File: src/rtl/servo_pwm_generator_pkg.sv
// servo_pwm_generator_pkg
//   Shared frame/width constants (50 MHz defaults) and the generator state
//   encoding. Used by the PWM generator, the pulse-width measurement block
//   and the Avalon register wrapper so all agree on width units.
package servo_pwm_generator_pkg;

  localparam int unsigned SERVO_CNT_W         = 32;
  localparam int unsigned SERVO_PERIOD_CYCLES = 1_000_000; // 20 ms
  localparam int unsigned SERVO_MIN_WIDTH     = 50_000;    // 1.0 ms
  localparam int unsigned SERVO_MAX_WIDTH     = 100_000;   // 2.0 ms
  localparam int unsigned SERVO_DEFAULT_WIDTH = 75_000;    // 1.5 ms

  // IDLE: line parked low; RUN: free-running frames;
  // DRAIN: enable fell, current frame still completes.
  typedef enum logic [1:0] {
    ST_IDLE  = 2'd0,
    ST_RUN   = 2'd1,
    ST_DRAIN = 2'd2
  } servo_state_e;

endpackage

File: src/rtl/servo_pwm_generator_if.sv
// servo_pwm_generator_if
//   Control/status bundle between the register wrapper (master) and one
//   servo PWM generator (slave).
//   enable, cmd_write, cmd_width            : master -> slave
//   pwm_out, period_start, active_width,
//   pending_valid, clamp_event              : slave -> master
interface servo_pwm_generator_if #(
  parameter int unsigned CNT_W = servo_pwm_generator_pkg::SERVO_CNT_W
);
  logic             enable;
  logic             cmd_write;
  logic [CNT_W-1:0] cmd_width;
  logic             pwm_out;
  logic             period_start;
  logic [CNT_W-1:0] active_width;
  logic             pending_valid;
  logic             clamp_event;

  modport master (
    output enable, cmd_write, cmd_width,
    input  pwm_out, period_start, active_width, pending_valid, clamp_event
  );

  modport slave (
    input  enable, cmd_write, cmd_width,
    output pwm_out, period_start, active_width, pending_valid, clamp_event
  );
endinterface

File: src/rtl/servo_pwm_generator_width_clamp.sv
// servo_width_clamp
//   Combinational range limiter: y = x limited to [min, max], unsigned.
//   x_i, min_i, max_i : value and bounds
//   y_o               : limited value
//   clamped_o         : 1 when y_o differs from x_i
module servo_width_clamp #(
  parameter int unsigned W = 32
) (
  input  logic [W-1:0] x_i,
  input  logic [W-1:0] min_i,
  input  logic [W-1:0] max_i,
  output logic [W-1:0] y_o,
  output logic         clamped_o
);

  always_comb begin
    y_o       = x_i;
    clamped_o = 1'b0;
    if (x_i < min_i) begin
      y_o       = min_i;
      clamped_o = 1'b1;
    end else if (x_i > max_i) begin
      y_o       = max_i;
      clamped_o = 1'b1;
    end
  end

endmodule

File: src/rtl/servo_pwm_generator.sv
// servo_pwm_generator
//   One hobby-servo PWM line: fixed-length frame, high time = commanded width
//   in clocks. New widths are staged and only applied at frame boundaries.
//   clock_clk : system clock
//   reset     : synchronous, active-high
//   bus       : slave side of servo_pwm_generator_if
//     enable        level, 1 = generate frames
//     cmd_write     1-cycle strobe accepting cmd_width (clamped)
//     pwm_out       registered PWM line
//     period_start  1-cycle pulse on the first clock of each frame
//     active_width  width applied to the current frame
//     pending_valid written width waiting for the next frame boundary
//     clamp_event   1-cycle pulse: last accepted write was clamped
module servo_pwm_generator
  import servo_pwm_generator_pkg::*;
#(
  parameter int unsigned CNT_W         = SERVO_CNT_W,
  parameter int unsigned PERIOD_CYCLES = SERVO_PERIOD_CYCLES,
  parameter int unsigned MIN_WIDTH     = SERVO_MIN_WIDTH,
  parameter int unsigned MAX_WIDTH     = SERVO_MAX_WIDTH,
  parameter int unsigned DEFAULT_WIDTH = SERVO_DEFAULT_WIDTH
) (
  input  logic                  clock_clk,
  input  logic                  reset,
  servo_pwm_generator_if.slave  bus
);

  localparam logic [CNT_W-1:0] LAST_CNT = CNT_W'(PERIOD_CYCLES - 1);
  localparam logic [CNT_W-1:0] MIN_W    = CNT_W'(MIN_WIDTH);
  localparam logic [CNT_W-1:0] MAX_W    = CNT_W'(MAX_WIDTH);
  localparam logic [CNT_W-1:0] DEF_W    = CNT_W'(DEFAULT_WIDTH);
  localparam logic [CNT_W-1:0] ONE      = CNT_W'(1);

  servo_state_e     state_q, state_d;
  logic [CNT_W-1:0] cnt_q, cnt_d;
  logic [CNT_W-1:0] active_q, pending_q;
  logic             pending_valid_q, clamp_event_q;
  logic             pwm_q, period_start_q;

  logic [CNT_W-1:0] clamp_y;
  logic             clamp_hit;
  logic             wrap, boundary;

  servo_width_clamp #(.W(CNT_W)) u_clamp (
    .x_i       (bus.cmd_width),
    .min_i     (MIN_W),
    .max_i     (MAX_W),
    .y_o       (clamp_y),
    .clamped_o (clamp_hit)
  );

  // Last clock of a frame; the IDLE->RUN hop also counts as a boundary so
  // the first frame picks up whatever was written while idle.
  assign wrap     = (state_q != ST_IDLE) && (cnt_q == LAST_CNT);
  assign boundary = wrap || ((state_q == ST_IDLE) && bus.enable);

  always_comb begin
    state_d = state_q;
    cnt_d   = cnt_q;
    unique case (state_q)
      ST_IDLE: begin
        cnt_d = '0;
        if (bus.enable) state_d = ST_RUN;
      end
      ST_RUN: begin
        cnt_d = wrap ? '0 : cnt_q + ONE;
        if (!bus.enable) state_d = wrap ? ST_IDLE : ST_DRAIN;
      end
      ST_DRAIN: begin
        // enable coming back mid-drain resumes without breaking the frame
        if (bus.enable) begin
          state_d = ST_RUN;
          cnt_d   = wrap ? '0 : cnt_q + ONE;
        end else if (wrap) begin
          state_d = ST_IDLE;
          cnt_d   = '0;
        end else begin
          cnt_d = cnt_q + ONE;
        end
      end
      default: begin
        state_d = ST_IDLE;
        cnt_d   = '0;
      end
    endcase
  end

  always_ff @(posedge clock_clk) begin
    if (reset) begin
      state_q         <= ST_IDLE;
      cnt_q           <= '0;
      active_q        <= DEF_W;
      pending_q       <= DEF_W;
      pending_valid_q <= 1'b0;
      clamp_event_q   <= 1'b0;
      pwm_q           <= 1'b0;
      period_start_q  <= 1'b0;
    end else begin
      state_q        <= state_d;
      cnt_q          <= cnt_d;
      // MAX < PERIOD guarantees a low tail, so the line never sticks high
      pwm_q          <= (state_q != ST_IDLE) && (cnt_q < active_q);
      period_start_q <= (state_d == ST_RUN) && (cnt_d == '0);
      clamp_event_q  <= bus.cmd_write && clamp_hit;

      if (bus.cmd_write) pending_q <= clamp_y;

      // A write landing on the boundary bypasses staging entirely.
      if (boundary) begin
        active_q        <= bus.cmd_write ? clamp_y : pending_q;
        pending_valid_q <= 1'b0;
      end else if (bus.cmd_write) begin
        pending_valid_q <= 1'b1;
      end
    end
  end

  assign bus.pwm_out       = pwm_q;
  assign bus.period_start  = period_start_q;
  assign bus.active_width  = active_q;
  assign bus.pending_valid = pending_valid_q;
  assign bus.clamp_event   = clamp_event_q;

endmodule
File: src/flat_wrapper.sv
// flat-port wrapper written by rule: the top's interface ports become plain ports
module servo_pwm_generator_flat import servo_pwm_generator_pkg::*;
#(
  parameter int unsigned CNT_W         = SERVO_CNT_W,
  parameter int unsigned PERIOD_CYCLES = SERVO_PERIOD_CYCLES,
  parameter int unsigned MIN_WIDTH     = SERVO_MIN_WIDTH,
  parameter int unsigned MAX_WIDTH     = SERVO_MAX_WIDTH,
  parameter int unsigned DEFAULT_WIDTH = SERVO_DEFAULT_WIDTH
)
  (clock_clk, reset, bus_enable, bus_cmd_write, bus_cmd_width, bus_pwm_out, bus_period_start, bus_active_width, bus_pending_valid, bus_clamp_event);
  servo_pwm_generator_if #(.CNT_W(CNT_W)) bus_i ();
  input  logic clock_clk;
  input  logic reset;
  input wire logic [$bits(bus_i.enable)-1:0] bus_enable;
  input wire logic [$bits(bus_i.cmd_write)-1:0] bus_cmd_write;
  input wire logic [$bits(bus_i.cmd_width)-1:0] bus_cmd_width;
  output wire logic [$bits(bus_i.pwm_out)-1:0] bus_pwm_out;
  output wire logic [$bits(bus_i.period_start)-1:0] bus_period_start;
  output wire logic [$bits(bus_i.active_width)-1:0] bus_active_width;
  output wire logic [$bits(bus_i.pending_valid)-1:0] bus_pending_valid;
  output wire logic [$bits(bus_i.clamp_event)-1:0] bus_clamp_event;
  assign bus_i.enable = bus_enable;
  assign bus_i.cmd_write = bus_cmd_write;
  assign bus_i.cmd_width = bus_cmd_width;
  assign bus_pwm_out = bus_i.pwm_out;
  assign bus_period_start = bus_i.period_start;
  assign bus_active_width = bus_i.active_width;
  assign bus_pending_valid = bus_i.pending_valid;
  assign bus_clamp_event = bus_i.clamp_event;
  servo_pwm_generator #(.CNT_W(CNT_W), .PERIOD_CYCLES(PERIOD_CYCLES), .MIN_WIDTH(MIN_WIDTH), .MAX_WIDTH(MAX_WIDTH), .DEFAULT_WIDTH(DEFAULT_WIDTH)) u_core (.clock_clk(clock_clk), .reset(reset), .bus(bus_i));
endmodule
File: config.mk
export PLATFORM = sky130hd
export DESIGN_NAME = servo_pwm_generator_flat
export DESIGN_NICKNAME = d
export VERILOG_FILES = /design/src/rtl/servo_pwm_generator_pkg.sv /design/src/rtl/servo_pwm_generator_if.sv /design/src/rtl/servo_pwm_generator_width_clamp.sv /design/src/rtl/servo_pwm_generator.sv /design/src/flat_wrapper.sv
export SDC_FILE = /design/constraint.sdc
export NUM_CORES = 1
export LEC_CHECK = 0
export ABC_AREA = 1
export CORE_MARGIN = 3
export CORE_UTILIZATION = 30
export CTS_BUF_LIST = sky130_fd_sc_hd__clkbuf_4 sky130_fd_sc_hd__clkbuf_8
export DETAILED_ROUTE_END_ITERATION = 12
export DONT_BUFFER_PORTS = 1
export PLACE_DENSITY_LB_ADDON = 0.08
export SYNTH_ARGS = -nofsm -noshare
export SYNTH_HDL_FRONTEND = slang
export SYNTH_SLANG_ARGS = --single-unit
File: constraint.sdc
create_clock -name clock_clk -period 2.05 [get_ports clock_clk]
set_input_delay 0.41 -clock clock_clk [delete_from_list [all_inputs] [get_ports clock_clk]]
set_output_delay 0.41 -clock clock_clk [all_outputs]
set_load 0.1 [all_outputs]
# Yosys cells after proc, flatten, opt, wreduce, memory -nomap -nowiden
# Cells that the tools add are included.
# W data, S select, Z words.
# word_totals
romBits	0
out_inout_bits	36
n_memories	0
mem_bits_rw	0
latch_bits	0
regBits	102
wordCells	40
# op_classes
add_sub_neg	1
n_mul	0
bitwise_logic	0
reduce_logical	11
n_mux	13
n_lt_le_gt_ge	3
n_shift	0
eq_ne	4
div	0
# op_table
cell	count
$mux W32	5
$add A32 B1 Y32 const B	1
$eq A32 B20 Y1 const B	1
$gt A32 B17 Y1 const B	1
$logic_not A32 Y1	1
$lt A32 B16 Y1 const B	1
$lt A32 B32 Y1	1
$mux W2	5
$pmux W2 S3	1
$logic_and A1 B1 Y1	5
$eq A2 B1 Y1 const B	2
$reduce_or A2 Y1	2
$eq A2 B2 Y1 const B	1
$logic_not A2 Y1	1
$mux W1	2
$reduce_bool A2 Y1	1
$logic_or A1 B1 Y1	1

# Depth between registers and ports, before layout
# depth
word_depth	7
mapped_depth	17

# Modules after synthesis
# A second synthesis with hierarchy kept.
# unflattened
hier_cells	1180
hier_area_um2	7808.7
# modules_own_cells
module	seq_area_each_um2	cells_each	instances	area_each_um2
servo_pwm_generator	2042.0	704	1	5216.3
servo_width_clamp	0.0	476	1	2592.5

# Worst setup path before layout
# No wires, ideal clock.
# synth_timing
path_kind	reg2reg
startpoint	register u_core.active_q[5], in the netlist u_core.bus.active_width[5]
endpoint	register u_core.pwm_q, in the netlist u_core.bus.pwm_out
path_stages_with_launch	12
path_buffers	0
arrival_time_ns	2.052
setup_slack_ns	-0.067
cell_sequence	dfxtp_1 > inv_1 > ha_1 > a21oi_1 > nor2_1 > a211oi_1 > nand2_1 > nand2_1 > nand3_1 > nand2_1 > nand3_1 > nor2_1
# synth_between
elab_chain_cells	2
# synth_rtl
element	line_no	text
from (decl)	servo_pwm_generator.sv:36	logic [CNT_W-1:0] active_q, pending_q;
from (signal assigned)	servo_pwm_generator.sv:110	active_q <= bus.cmd_write ? clamp_y : pending_q;
$lt A32 B32 Y1	servo_pwm_generator.sv:102	pwm_q <= (state_q != ST_IDLE) && (cnt_q < active_q);
$logic_and A1 B1 Y1	servo_pwm_generator.sv:102	
to (signal assigned)	servo_pwm_generator.sv:102	
to (decl)	servo_pwm_generator.sv:38	logic pwm_q, period_start_q;
# No other way between the ends.
# A chain may end at the register's enable or synchronous reset.

# Worst setup path after layout
# layout_timing
startpoint	register u_core.state_q[1]
endpoint	register u_core.period_start_q, in the netlist u_core.bus.period_start
# layout_between
elab_chain_cells	7
elab_cells_between_ends	17
classes_between	eq/ne (3); mux (8); reduce/logical (6)
# layout_rtl
element	line_no	text
from (decl)	servo_pwm_generator.sv:34	servo_state_e state_q, state_d;
from (signal assigned)	servo_pwm_generator.sv:99	state_q <= state_d;
$reduce_bool A2 Y1	servo_pwm_generator.sv:54	assign wrap = (state_q != ST_IDLE) && (cnt_q == LAST_CNT);
$logic_and A1 B1 Y1	servo_pwm_generator.sv:54	
$mux W2 (on tied branches)	servo_pwm_generator.sv:74, servo_pwm_generator.sv:67	
$mux W2 (on tied branches)	servo_pwm_generator.sv:71, servo_pwm_generator.sv:67	
$pmux W2 S3	servo_pwm_generator.sv:60	unique case (state_q)
$eq A2 B1 Y1	servo_pwm_generator.sv:103	period_start_q <= (state_d == ST_RUN) && (cnt_d == '0);
$logic_and A1 B1 Y1 (*)	servo_pwm_generator.sv:103	
to (signal assigned)	servo_pwm_generator.sv:103	
to (decl)	servo_pwm_generator.sv:38	
# Every way passes the cells marked *; elsewhere a longest branch is shown, timed or not.

==> metrics.txt <==
Initial Util 31.1%; dpl cells 1057; most used cell, CP nor2_1; final cell count without fillers around 1100; Root Buffer clkbuf_8; core outline area 17500 um2; Seq/Total Area, Yosys 37.4%; Final Max Slew Viols 0; Post-synth EDFFs 0; gr usage total 16.8%; fmax 507 MHz; hold path depth 1; Detailed Place HPWL roughly 13000 um; DRT iter0 DRCs 290; Final Cell Area about 6500 um2; clock buffer depth 2; DRT Wirelength around 16000 um; Startpoint Class register; CTS tree built; Distinct cells, synth 41; final hold violations 0; io pins just over 70; CP Class register to register; Seq cells post-synth approximately 100; vias in the first global route approximately 4800; Initial DRT Pass Iterations 5; vias per inst 4.68; Worst Path Arrival 2.32 ns; nets between 900 and 1000; hold worst-path end u_core.cnt_q[22]$_SDFF_PP0_; H-tree levels 3; Syn Nets 861; share of cells above drive strength 1 ~17%; CTS Buf Count 9; Critical R2R Capture u_core.bus.period_start$_SDFF_PP0_; first-pass GRT wire length about 26000 um; MaxCap Viol Count 0; Die Area ~20000 um2; slew margin rel. roughly three quarters; Port Buf Inserts 0; peak supply drop slightly below 0.5 mV; # DRC 0; clock skew approximately 0.025 ns; CP max FO 6; wire per inst 15.2 um; hold path startpoint reset; DIE WIDTH around 140 um; leading cell type in the layout, fill and taps excluded nand2_1; final number of setup-violating endpoints 0; total grt overflow 0; min-delay worst type primary input to register; CP Data Required Time between 2 and 2.5 ns; leakage power total between 3 and 4 nW; reg2reg path depth 15; GPL Wtd Cong 0.891; clock sinks just over 100; status finished, final reports clean; Syn. warnings 0; Worst-path clk slew ~0.12 ns; DRT antenna net count 0; Post-Syn Area roughly 5500 um2; cell area power density ~810 nW/um2; Period minus WS final a little under 2 ns; Post-synth ARST share 0%; setup slack, reg-to-reg about 0.077 ns; # diodes 0; Avg Inst Size Synth 6.92 um2; Clock Latency Late Sink about 0.40 ns; delay of the slowest critical-path stage 0.36 ns; CP endpoint kind register; FP Rows 48; slowest CP cell dfxtp_2; Area Overhead vs Synth 18.3%; worst slew pin tran between 0.3 and 0.4 ns; Cells after Synth a little under 800; RSZ-0062 raised after global routing yes; largest net degree at the start of global routing between 60 and 70; chip height 141 um; fin crit share a little over nine tenths; total number of vias between 5000 and 6000; Placed Area roughly 6000 um2; Reg2Reg Launch Point u_core.state_q[1]$_SDFF_PP0_; top_reg_cell synth dfxtp_1; most frequent cells in the layout 191 x nand2_1, 112 x inv_1, 112 x nor2_1; initial antenna violation count 0; crit path cell chain inv_1 -> ha_2 -> inv_1 -> nand2_1 -> nor2_2 -> nand3_2 -> nor2_4 -> nand2_4 -> nand2_8 -> a21oi_1 -> nor2_1 -> nand3_1 -> nor2_1 -> nand2_1 -> nor2_1
==> Yosys cell counts (3+ instances only) <==
library cell / count / area share [%]
nand4_1: 11 / 1.3
nand2_2: 6 / 0.69
nor2_4: 5 / 1.0
inv_1: 112 / 7.7
o21ai_0: 19 / 1.7
clkbuf_1: 8 / 0.55
nor2_1: 114 / 7.8
o22ai_1: 15 / 1.7
inv_2: 3 / 0.21
nor2_2: 6 / 0.69
a21oi_1: 34 / 3.1
nand2_1: 191 / 13
o21bai_1: 7 / 0.96
dfxtp_1: 102 / 37
a21o_1: 5 / 0.69
nor3_1: 18 / 1.6
o21ai_1: 5 / 0.46
ha_1: 36 / 8.2
nand2_4: 3 / 0.62
xor2_1: 10 / 1.6
nand3_1: 46 / 4.2
buf_2: 6 / 0.55
==> cells by family after synthesis <==
family | count (synthesis) | synth area share, %
fa+ha+maj | 36 | 8.25
simple gates | 407 | 32.3
compound gates | 95 | 10.1
xor+xnor | 12 | 1.92
buf+inv | 137 | 10.0
flops | 102 | 37.4
==> through the flow <==
step / hold WS (ns) / setup slack, ns / TNS (ns) / util [%] / power, mW
after global routing: 0.0578 / -0.0390 / -0.0390 / 36.8 / 5.53
after CTS: 0.0564 / 0.00626 / 0 / 36.3 / 5.28
final: 0.100 / 0.0769 / 0 / 36.8 / 5.23
after global placement: 0.424 / -0.0845 / -0.0845 / 35.0 / 3.85
after detailed placement: 0.427 / -0.114 / -0.114 / 35.0 / 3.86
after floorplan: 0.416 / 0.00197 / 0 / - / 3.49
==> repair_timing <==
item | CTS | global route
endpoints found under the setup margin | 5 | 15
resized for setup | 6 | 19
setup buffers | 2 | 8
hold buffers | 0 | 0
pin swaps | 3 | 7
==> sequential cells by signal, summed over array words and instances (netlist names) <==
register,flops
u_core.state_q,2
u_core.bus.active_width,32
u_core.bus.clamp_event,1
u_core.bus.pending_valid,1
u_core.bus.pwm_out,1
u_core.bus.period_start,1
u_core.cnt_q,32
u_core.pending_q,32
==> layer usage <==
metal | up-vias | part of all wire, % | track usage (%)
met1 | 2312 | 46 | 21.9
li1 | 2633 | - | -
met3 | 11 | 5.4 | 4.04
met5 | - | 0 | 0
met2 | 117 | 47 | 28.0
met4 | 0 | 1.1 | 3.98
==> worst max path at each step <==
stage                                             from                                  to  slack (ns)  cells past startpoint
2_1_floorplan  u_core.bus.active_width[9]$_SDFFE_PP0P_       u_core.bus.pwm_out$_SDFF_PP0_       0.002                     11
5_1_grt                    u_core.cnt_q[17]$_SDFF_PP0_  u_core.bus.period_start$_SDFF_PP0_       -0.04                     13
3_3_place_gp              u_core.state_q[0]$_SDFF_PP0_  u_core.bus.period_start$_SDFF_PP0_       -0.08                     15
6_report                  u_core.state_q[1]$_SDFF_PP0_  u_core.bus.period_start$_SDFF_PP0_        0.08                     15
3_5_place_dp              u_core.state_q[0]$_SDFF_PP0_  u_core.bus.period_start$_SDFF_PP0_       -0.11                     15
4_1_cts                     u_core.cnt_q[0]$_SDFF_PP0_  u_core.bus.period_start$_SDFF_PP0_       0.006                     12
==> report_power, final <==
group	internal, mW	switching (mW)	leakage (nW)
clock network	0.623	0.757	0.104
registers	2.11	0.0684	0.841
logic	0.404	1.27	2.19
total	3.14	2.09	3.13
==> critical path: cells and delay by family (launching register included) <==
family,cells,cell delay [ns]
fa+ha+maj,1,0.19
flops,1,0.36
buf+inv,2,0.15
compound gates,1,0.04
simple gates,11,1.18
==> cell type report <==
| cell class | count | area, um2 |
|---|---|---|
| fill | 1926 | 11100 |
| multi-input combinational | 550 | 2900 |
| sequential | 102 | 2070 |
| timing repair buffer | 73 | 558 |
| inverter | 117 | 444 |
| tap | 225 | 282 |
| clock buffer | 11 | 145 |
| clock inverter | 5 | 63.8 |
No activity file was read; power rests on OpenSTA's default activity.
